**config.mk**
```make
export PLATFORM = sky130hd
export DESIGN_NAME = packet_buffer_reader
export DESIGN_NICKNAME = d
export VERILOG_FILES = /design/src/rtl/packet_buffer_reader_pkg.sv /design/src/rtl/packet_reader_fifo.sv /design/src/rtl/packet_buffer_reader.sv
export SDC_FILE = /design/constraint.sdc
export NUM_CORES = 1
export LEC_CHECK = 0
export CORE_ASPECT_RATIO = 0.5
export CORE_MARGIN = 5
export CORE_UTILIZATION = 25
export CTS_CLUSTER_SIZE = 14
export DETAILED_ROUTE_END_ITERATION = 7
export HOLD_SLACK_MARGIN = 0.06
export PLACE_DENSITY = 0.42
export SYNTH_ARGS = -nofsm -noshare
export SYNTH_HDL_FRONTEND = slang
export SYNTH_SLANG_ARGS = --single-unit
```
**constraint.sdc**
```tcl
create_clock -name clk -period 5.7 [get_ports clk]
set_input_delay 0.855 -clock clk [delete_from_list [all_inputs] [get_ports clk]]
set_output_delay 0.855 -clock clk [all_outputs]
set_load 0.01 [all_outputs]
```
**src/rtl/packet_buffer_reader_pkg.sv**
```systemverilog
// Shared constants, state encoding and width helper for the packet buffer read path.
package packet_buffer_reader_pkg;

    localparam int BYTE_LEN                   = 8;
    localparam int PACKET_BUFFER_SIZE         = 1024;
    localparam int PACKET_BUFFER_READ_LATENCY = 2;
    localparam int PACKET_READER_MAX_LEN      = 2048;

    typedef enum logic [1:0] {
        FLUSH = 2'd0,
        IDLE  = 2'd1,
        RUN   = 2'd2
    } state_e;

    function automatic int clog2(input int v);
        int r;
        r = 0;
        while ((1 << r) < v) r++;
        return r;
    endfunction

endpackage

```
**src/rtl/packet_reader_fifo.sv**
```systemverilog
// First-word-fall-through skid FIFO: an incoming word is visible at the head in
// the same cycle it arrives, so an empty FIFO adds no latency to the byte stream.
module packet_reader_fifo
    import packet_buffer_reader_pkg::*;
#(
    parameter int  DEPTH = 4,
    parameter int  W     = BYTE_LEN,
    localparam int CW    = clog2(DEPTH + 1),
    localparam int PW    = (DEPTH > 1) ? clog2(DEPTH) : 1
) (
    input  logic          clk,
    input  logic          reset,
    input  logic          push_i,
    input  logic [W-1:0]  wdata_i,
    input  logic          pop_i,
    output logic          valid_o,
    output logic [W-1:0]  rdata_o,
    output logic [CW-1:0] count_o
);

    logic [W-1:0]  mem_q [DEPTH];
    logic [PW-1:0] rd_q, wr_q;
    logic [CW-1:0] count_q;
    logic          empty, bypass, wr_en, rd_en;

    assign empty   = (count_q == '0);
    assign valid_o = !empty || push_i;
    assign rdata_o = empty ? wdata_i : mem_q[rd_q];
    assign count_o = count_q;

    // A word that arrives into an empty FIFO and leaves in the same cycle is never stored.
    assign bypass  = empty && push_i && pop_i;
    assign wr_en   = push_i && !bypass;
    assign rd_en   = pop_i && !empty;

    always_ff @(posedge clk) begin
        if (reset) begin
            rd_q    <= '0;
            wr_q    <= '0;
            count_q <= '0;
        end else begin
            if (wr_en) wr_q <= (wr_q == PW'(DEPTH - 1)) ? '0 : wr_q + 1'b1;
            if (rd_en) rd_q <= (rd_q == PW'(DEPTH - 1)) ? '0 : rd_q + 1'b1;
            count_q <= count_q + CW'(wr_en) - CW'(rd_en);
        end
    end

    always_ff @(posedge clk) begin
        if (wr_en) mem_q[wr_q] <= wdata_i;
    end

    always_ff @(posedge clk) begin
        if (!reset) assert (!(wr_en && !rd_en && count_q == CW'(DEPTH)));
    end

endmodule

```
**src/rtl/packet_buffer_reader.sv**
```systemverilog
// Packet buffer read sequencer: (addr, len) command -> credit-limited RAM reads -> byte stream.
// Optional PACKET_BUFFER_READER_STATS_EN adds pkt_count/byte_count outputs.
module packet_buffer_reader
    import packet_buffer_reader_pkg::*;
#(
    parameter int  RAM_SIZE     = PACKET_BUFFER_SIZE,
    parameter int  READ_LATENCY = PACKET_BUFFER_READ_LATENCY,
    parameter int  MAX_LEN      = PACKET_READER_MAX_LEN,
    localparam int AW           = clog2(RAM_SIZE),
    localparam int LW           = clog2(MAX_LEN + 1),
    localparam int DEPTH        = READ_LATENCY + 2,
    localparam int CW           = clog2(DEPTH + 1),
    localparam int FW           = clog2(READ_LATENCY + 1)
) (
    input  logic                clk,
    input  logic                reset,
    input  logic                cmd_valid,
    output logic                cmd_ready,
    input  logic [AW-1:0]       cmd_addr,
    input  logic [LW-1:0]       cmd_len,
    output logic                ram_read_req,
    output logic [AW-1:0]       ram_read_addr,
    input  logic                ram_read_ready,
    input  logic [BYTE_LEN-1:0] ram_read_out,
    output logic                out_valid,
    input  logic                out_ready,
    output logic [BYTE_LEN-1:0] out_data,
    output logic                out_last,
    output logic                busy,
`ifdef PACKET_BUFFER_READER_STATS_EN
    output logic [15:0]         pkt_count,
    output logic [31:0]         byte_count,
`endif
    output logic                done
);

    state_e        state_q, state_d;
    logic [FW-1:0] flush_cnt_q, flush_cnt_d;
    logic [AW-1:0] issue_addr_q, issue_addr_d;
    logic [LW-1:0] issue_left_q, issue_left_d;
    logic [LW-1:0] out_left_q, out_left_d;
    logic [CW-1:0] inflight_q, inflight_d;
    logic          done_q, done_d;

    logic                fifo_valid;
    logic [BYTE_LEN-1:0] fifo_data;
    logic [CW-1:0]       fifo_count;
    logic [CW:0]         credit_used;
    logic                push, issue, hs;

    // Returns during FLUSH are stale pulses from the driver's unreset delay line.
    assign push        = ram_read_ready && (state_q != FLUSH);
    assign credit_used = {1'b0, inflight_q} + {1'b0, fifo_count};
    assign issue       = (state_q == RUN) && (issue_left_q != '0) && (credit_used < (CW+1)'(DEPTH));
    assign hs          = fifo_valid && out_ready;

    packet_reader_fifo #(.DEPTH(DEPTH), .W(BYTE_LEN)) u_fifo (
        .clk     (clk),
        .reset   (reset),
        .push_i  (push),
        .wdata_i (ram_read_out),
        .pop_i   (out_ready),
        .valid_o (fifo_valid),
        .rdata_o (fifo_data),
        .count_o (fifo_count)
    );

    assign cmd_ready     = (state_q == IDLE);
    assign busy          = (state_q == RUN);
    assign ram_read_req  = issue;
    assign ram_read_addr = issue_addr_q;
    assign out_valid     = fifo_valid;
    assign out_data      = fifo_valid ? fifo_data : '0;
    assign out_last      = fifo_valid && (out_left_q == LW'(1));
    assign done          = done_q;

    always_comb begin
        state_d      = state_q;
        flush_cnt_d  = flush_cnt_q;
        issue_addr_d = issue_addr_q;
        issue_left_d = issue_left_q;
        out_left_d   = out_left_q;
        done_d       = 1'b0;
        inflight_d   = inflight_q + CW'(issue) - CW'(push);
        if (issue) begin
            issue_addr_d = (issue_addr_q == AW'(RAM_SIZE - 1)) ? '0 : issue_addr_q + 1'b1;
            issue_left_d = issue_left_q - 1'b1;
        end
        if (hs) out_left_d = out_left_q - 1'b1;
        case (state_q)
            FLUSH: begin
                if (flush_cnt_q == FW'(READ_LATENCY - 1)) begin
                    state_d     = IDLE;
                    flush_cnt_d = '0;
                end else begin
                    flush_cnt_d = flush_cnt_q + 1'b1;
                end
            end
            IDLE: begin
                if (cmd_valid) begin
                    issue_addr_d = cmd_addr;
                    issue_left_d = cmd_len;
                    out_left_d   = cmd_len;
                    if (cmd_len == '0) done_d  = 1'b1;
                    else               state_d = RUN;
                end
            end
            RUN: begin
                if (hs && out_left_q == LW'(1)) begin
                    state_d = IDLE;
                    done_d  = 1'b1;
                end
            end
            default: state_d = FLUSH;
        endcase
    end

    always_ff @(posedge clk) begin
        if (reset) begin
            state_q      <= FLUSH;
            flush_cnt_q  <= '0;
            issue_addr_q <= '0;
            issue_left_q <= '0;
            out_left_q   <= '0;
            inflight_q   <= '0;
            done_q       <= 1'b0;
        end else begin
            state_q      <= state_d;
            flush_cnt_q  <= flush_cnt_d;
            issue_addr_q <= issue_addr_d;
            issue_left_q <= issue_left_d;
            out_left_q   <= out_left_d;
            inflight_q   <= inflight_d;
            done_q       <= done_d;
        end
    end

`ifdef PACKET_BUFFER_READER_STATS_EN
    logic [15:0] pkt_count_q;
    logic [31:0] byte_count_q;

    always_ff @(posedge clk) begin
        if (reset) begin
            pkt_count_q  <= '0;
            byte_count_q <= '0;
        end else begin
            if (done_q) pkt_count_q  <= pkt_count_q + 1'b1;
            if (hs)     byte_count_q <= byte_count_q + 1'b1;
        end
    end

    assign pkt_count  = pkt_count_q;
    assign byte_count = byte_count_q;
`endif

endmodule

```
# == Word level (Yosys, flattened, before mapping) ==
# Memories as Yosys holds them, arrays and structs flattened. A register that Yosys moved wholly into a read port is not among the register bits.
# Index checks and enable logic that the tools add are counted.
# word_totals
in_bits,35
mem_bits_rw,32
memories,1
word_cells,81
latch_bits,0
regBits,49
mem_bits_ro,0
# mem_list
memory,words,word_bits,rd,rd_clocked_by_memory_dff,write_ports,line,source
u_fifo.mem_q,4,8,1,1,1,packet_reader_fifo.sv:21,logic [W-1:0] mem_q [DEPTH];
# classes
div_mod_pow,0
shift,0
bitwise,0
add_sub_neg,11
n_mux,28
n_eq_ne,11
n_reduce_logical,19
n_lt_le_gt_ge,1
n_mul,0
# ops
op,n
two-way mux 12 bit,6
two-way mux 10 bit,4
"subtractor 12 x 1 -> 12 bit, second input constant",2
two-way mux 2 bit,9
two-way mux 8 bit,2
"== test 12 x 1 -> 1 bit, second input constant",1
logical NOT 12 bit,1
nonzero test 12 bit,1
"adder 10 x 1 -> 10 bit, second input constant",1
"== test 10 bit, second input constant",1
logical AND 1 bit,10
"adder 2 x 1 -> 2 bit, second input constant",3
adder 3 x 1 -> 3 bit,2
"== test 2 bit, second input constant",3
"!= test 2 bit, second input constant",3
one-hot mux 2 bit (3 select lines),1
subtractor 3 x 1 -> 3 bit,2
two-way mux 1 bit,5
adder 3 x 3 -> 4 bit,1
"== test 2 x 1 -> 1 bit, second input constant",2
"< comparator 4 x 3 -> 1 bit, second input constant",1
AND reduction 4 bit,1
logical NOT 3 bit,1
logical NOT 1 bit,2
other kinds (5),5

# == Logic depth before layout (Yosys ltp) ==
# logic_depth
ltp_word,8
mapped_depth,12

# == Cells and area by module ==
# From an unflattened synthesis, not the netlist that was laid out.
# hier_totals
hier_cells,380
area_unflattened_um2,4145.2
# by_module_without_submodules
mod,area_each_um2,cells_each,instances
packet_buffer_reader,2394.8,281,1
packet_reader_fifo,1750.4,99,1

# == Least setup slack after synthesis ==
# No wires, ideal clock.
# synth_timing
kind,register to register
startpoint,register u_fifo.count_q[1] (netlist: u_fifo.count_o[1])
endpoint,register u_fifo.count_q[2] (netlist: u_fifo.count_o[2])
slack_ps,3260
stages_incl_launch_ff,13
required_ps,5572
period_less_slack_ps,2440
arrival_time_ps,2312
n_path_buf,1
setup_ps,128
cell_sequence,dfxtp_1 > or3_2 > buf_2 > nand2_1 > inv_1 > ha_1 > inv_1 > ha_1 > inv_1 > fa_1 > xor2_1 > xnor2_1 > nor2_1
# synth_between
word_cells_on_any_way,9
classes_between,2 x add/sub; 7 x reduce/logical
# synth_lines
element,line,source
"start, declared",packet_reader_fifo.sv:23,logic [CW-1:0] count_q;
"start signal, assigned",packet_reader_fifo.sv:44,count_q <= count_q + CW'(wr_en) - CW'(rd_en);
logical NOT 3 bit,packet_reader_fifo.sv:26,assign empty = (count_q == '0);
logical NOT 1 bit,packet_reader_fifo.sv:34,assign rd_en = pop_i && !empty;
logical AND 1 bit,packet_reader_fifo.sv:34,
named net u_fifo.rd_en,packet_reader_fifo.sv:24,"logic empty, bypass, wr_en, rd_en;"
subtractor 3 x 1 -> 3 bit,packet_reader_fifo.sv:44,
# The timed path passes the listed nets, and every way through them passes these cells.
# A chain may end at the register's enable or synchronous reset.

# == Worst setup path in the final report ==
# layout_timing
startpoint,register u_fifo.count_q[2] (netlist: u_fifo.count_o[2])
endpoint,output port ram_read_req
# layout_between
elab_chain_len,3
# layout_lines
element,line,source
adder 3 x 3 -> 4 bit,packet_buffer_reader.sv:53,"assign credit_used = {1'b0, inflight_q} + {1'b0, fifo_count};"
< comparator 4 x 3 -> 1 bit,packet_buffer_reader.sv:54,assign issue = (state_q == RUN) && (issue_left_q != '0) && (credit_used < (CW+1)'(DEPTH));
logical AND 1 bit,packet_buffer_reader.sv:54,
"end, declared",packet_buffer_reader.sv:21,"output logic ram_read_req,"
# Every way passes these cells.

==> out/results.md <==
| Step | Quantity | Reported |
|:---|:---|:---|
| floorplan | Core region area | 0.0156 mm^2 |
| critical path | Critical path startpoint category | flip-flop |
| sta | Sum Neg Setup Slack | 0 ns |
| route | Highest metal layer with signal wires | met4 |
| global route | Wire length of the first global-routing pass | 16.2 mm |
| cells and area | Most common cell after layout, fill and taps aside | sky130_fd_sc_hd__clkdlybuf4s50_1 |
| pwr | Leakage | 1.82 nW |
| sta | RSZ-0062 raised after global routing | false |
| cells and area | Fill cells | 1632 |
| placed design | Buffers added on ports | 58 |
| global route | Global-route usage over all layers | 10.8% |
| synthesis | Total number of yosys warnings | 0 |
| pwr | Final Total Pwr | 2.62 mW |
| cells and area | Share of the core filled with cells | 32.9% |
| cts | Clock Path Buffers | 2 |
| synthesis | Prevailing post-synth register cell | sky130_fd_sc_hd__dfxtp_1 |
| critical path | Required time at the worst-slack endpoint | 4.85 ns |
| route | ANT nets after route | 0 |
| cts | CTS tree | yes |
| sta | Final Hold Viols | 0 |
| hold path | Worst hold path type | reg -> reg |
| synthesis | Sequential cell area fraction in the yosys report | 49.1% |
| pwr | Sw power | 0.961 mW |
| route | Metal1 wirelength | 5.25 mm |
| cts | Clock root cell | sky130_fd_sc_hd__clkbuf_16 |
| pwr | Maximum vdd drop | 0.166 mV |
| placed design | DP HPWL | 7.22 mm |
| pwr | Cell area power density | 511 mW/mm^2 |
| synthesis | Number of library cell types mapped by synthesis | 49 |
| sta | Slew headroom | 49.6% |
| critical path | Category of the worst setup path capture point | primary output |
| global route | Number of antenna violations at the first check in global routing | 0 |
| placed design | RD Place Congestion | 0.724 |
| cts | Level count of the clock H-tree | 3 |
| route | Total met3 wirelength after detailed routing | 381 um |
| pwr | Fraction of power spent switching nets | 36.6% |
| run status | Run status | complete, no violations |
| cts | Number of buffers added to fix hold violations after cts | 0 |
| sta | Final number of max-transition violations | 0 |
| cts | Number of gates given a new drive strength after cts | 0 |
| cells and area | Area occupied by registers | 0.00198 mm^2 |
| cells and area | Top library cells by usage in the layout, fill and taps aside | sky130_fd_sc_hd__clkdlybuf4s50_1, sky130_fd_sc_hd__dfxtp_1, sky130_fd_sc_hd__a21oi_1 |
| cells and area | Proportion of layout cells with a drive suffix above 1 | 8.26% |
| route | Average wire per standard cell | 15.3 um |
| sta | Minimum clock period | 3.67 ns |
| floorplan | DIE AREA | 0.0190 mm^2 |
| pwr | Share of total power in sequential cells | 34.6% |
| sta | Worst Max-Slew Pin Slew | 0.750 ns |
| sta | Fmax | 272 MHz |
| floorplan | Width of the die | 190 um |
| sta | Fin crit share | 64.4% |
| route | Number of vias per cell after detailed routing | 4.49 |
| sta | Final Worst Setup Slack | 2.03 ns |
| route | DRT iter0 DRCs | 141 |
| cells and area | Final net count | 499 |
| route | First-pass iteration count of the detailed router | 4 |
| pwr | Cell-internal power | 1.66 mW |
| global route | Total global routing overflow | 0 |
| synthesis | Syn avg cell area | 10.4 um^2 |
| cts | Clock latency on the worst-skew pair | 0.33 ns |
| critical path | Critical path class | reg -> out |
| cells and area | Multi-input combinational cell area | 0.00192 mm^2 |
| flow run | Max-capacitance violation count | 0 |
| synthesis | Post-synth EDFFs | 32 |
| global route | Pin count of the biggest net entering global routing | 52 |
| placed design | Worst setup slack before clock tree synthesis | 2.24 ns |
| cts | TritonCTS Buffers | 9 |
| sta | Final clock skew | 0.00811 ns |
| cts | Clock-pin slew of the registers on the worst-case setup and hold paths | 0.06 ns |
| cts | Buffer count from post-CTS setup fixing | 0 |
| global route | Vias in the first global route | 3016 |
| synthesis | Synth async-reset ratio | 0% |
| floorplan | Initial core utilization | 25.9% |
| synthesis | Total standard cell area after synthesis | 0.00404 mm^2 |
| floorplan | Rows | 32 |
| synthesis | Cell count after synthesis | 389 |
| sta | Final Setup Violations | 0 |
| cts | Sink count of the clock tree | 83 |
| synthesis | Number of nets in the synthesized netlist | 444 |
| floorplan | Vertical die dimension | 99.9 um |
| synthesis | Post-synthesis sequential element count | 83 |
| cells and area | Area grow syn2layout | 27.1% |
| route | Met2 wire len | 4.28 mm |
| pwr | Gate power share | 42.4% |
| sta | Worst hold slack | 0.472 ns |
| route | Routed wire length | 9.98 mm |
| critical path | Maximum net fanout on the critical path | 13 |
| critical path | Arrival time reported for the critical path endpoint | 2.82 ns |
| cells and area | Total inserted antenna cells | 0 |
| pwr | Clk pwr share | 23.0% |
| route | Total number of vias | 2928 |
| route | DRC violation count after routing | 0 |
| floorplan | Boundary pin count | 59 |
-- critical path: stages (launching register included) --
cell	delay, ns
sky130_fd_sc_hd__dfxtp_1	0.39
sky130_fd_sc_hd__ha_1	0.26
sky130_fd_sc_hd__nor4b_2	0.31
sky130_fd_sc_hd__and2_1	0.46
sky130_fd_sc_hd__nand2_1	0.24
sky130_fd_sc_hd__inv_1	0.22
sky130_fd_sc_hd__clkdlybuf4s50_1	0.60
-- path summary, 6_finish.rpt --
check                               start                           end  slack, ns  cells past startpoint
min           flush_cnt_q[1]$_SDFFE_PP0P_   flush_cnt_q[1]$_SDFFE_PP0P_       0.47                      1
min reg2reg   flush_cnt_q[1]$_SDFFE_PP0P_   flush_cnt_q[1]$_SDFFE_PP0P_       0.47                      1
max          u_fifo.count_o[2]$_SDFF_PP0_                  ram_read_req       2.03                      6
max reg2reg  u_fifo.count_o[1]$_SDFF_PP0_  u_fifo.count_o[2]$_SDFF_PP0_       3.07                     11
-- sequential cells by signal (all words and copies together) (netlist names), named ones only --
name            cells
out_left_q         12
issue_left_q       12
state_q             2
u_fifo.mem_q       32
flush_cnt_q         2
inflight_q          3
ram_read_addr      10
done                1
u_fifo.rd_q         2
u_fifo.wr_q         2
u_fifo.count_o      3
-- synth_stat cells, types with 2 or more instances --
master | count | share of area, %
sky130_fd_sc_hd__nor2b_1 | 3 | 0.46
sky130_fd_sc_hd__a211oi_1 | 5 | 0.93
sky130_fd_sc_hd__nor4_1 | 7 | 1.1
sky130_fd_sc_hd__o21ai_0 | 18 | 2.2
sky130_fd_sc_hd__fa_1 | 2 | 0.99
sky130_fd_sc_hd__edfxtp_1 | 32 | 24
sky130_fd_sc_hd__a21oi_1 | 36 | 4.5
sky130_fd_sc_hd__a31oi_1 | 6 | 0.93
sky130_fd_sc_hd__inv_1 | 20 | 1.9
sky130_fd_sc_hd__nand4_1 | 5 | 0.77
sky130_fd_sc_hd__nand4b_1 | 3 | 0.65
sky130_fd_sc_hd__o31ai_1 | 2 | 0.37
sky130_fd_sc_hd__buf_2 | 3 | 0.37
sky130_fd_sc_hd__nand2_1 | 35 | 3.3
sky130_fd_sc_hd__nand2b_1 | 2 | 0.31
sky130_fd_sc_hd__clkbuf_1 | 13 | 1.2
sky130_fd_sc_hd__and3_1 | 3 | 0.46
sky130_fd_sc_hd__and2_1 | 7 | 1.1
sky130_fd_sc_hd__o211ai_1 | 2 | 0.37
sky130_fd_sc_hd__nor4_2 | 3 | 0.93
sky130_fd_sc_hd__ha_1 | 18 | 5.6
sky130_fd_sc_hd__nand3_1 | 19 | 2.4
sky130_fd_sc_hd__mux4_2 | 8 | 4.5
sky130_fd_sc_hd__nor3_1 | 10 | 1.2
sky130_fd_sc_hd__xor2_1 | 12 | 2.6
sky130_fd_sc_hd__or4_4 | 2 | 0.56
sky130_fd_sc_hd__nor2_1 | 23 | 2.1
sky130_fd_sc_hd__xnor2_1 | 19 | 4.1
sky130_fd_sc_hd__dfxtp_1 | 51 | 25
-- stage by stage --
step / cells / area, um^2
after floorplan: 389 / 4040
after global placement: 637 / 4830
after detailed placement: 637 / 4830
after CTS: 652 / 5130
after global routing: 652 / 5130
final: 652 / 5130
-- cell type report --
type | count | area share (%)
sequential | 83 | 38.6
multi-input combinational | 270 | 37.4
timing repair buffer | 60 | 11.6
tap | 204 | 4.97
clock buffer | 10 | 4.46
clock inverter | 5 | 1.54
inverter | 20 | 1.46
-- layer usage --
metal	GRT usage, %	vias up
met2	16.4	39
li1	-	1527
met1	15.2	1356
met4	2.33	0
met3	3.61	6
met5	0	-
-- kinds of logic (layout without fill, tap and decap cells) --
| kind of cell | after synthesis | count (layout) | synth area share (%) |
|---|---|---|---|
| AOI/OAI and AO/OA | 77 | 77 | 11.1 |
| xor gates and xnor gates | 31 | 31 | 6.72 |
| adders and majority gates | 20 | 20 | 6.57 |
| buffers and inverters | 36 | 95 | 3.44 |
| DFF | 83 | 83 | 49.1 |
| muxes | 8 | 8 | 4.46 |
| and+or+nand+nor | 134 | 134 | 18.6 |
-- power groups by stage --
stage | combinational, mW | clock [mW] | sequential [mW]
after floorplan | 0.789 | 0 | 0.883
after global placement | 1.12 | 0 | 0.924
after detailed placement | 1.13 | 0 | 0.919
after CTS | 1.13 | 0.631 | 0.909
after global routing | 1.26 | 0.655 | 0.932
final | 1.11 | 0.602 | 0.908
No activity file was read; power rests on OpenSTA's default activity.
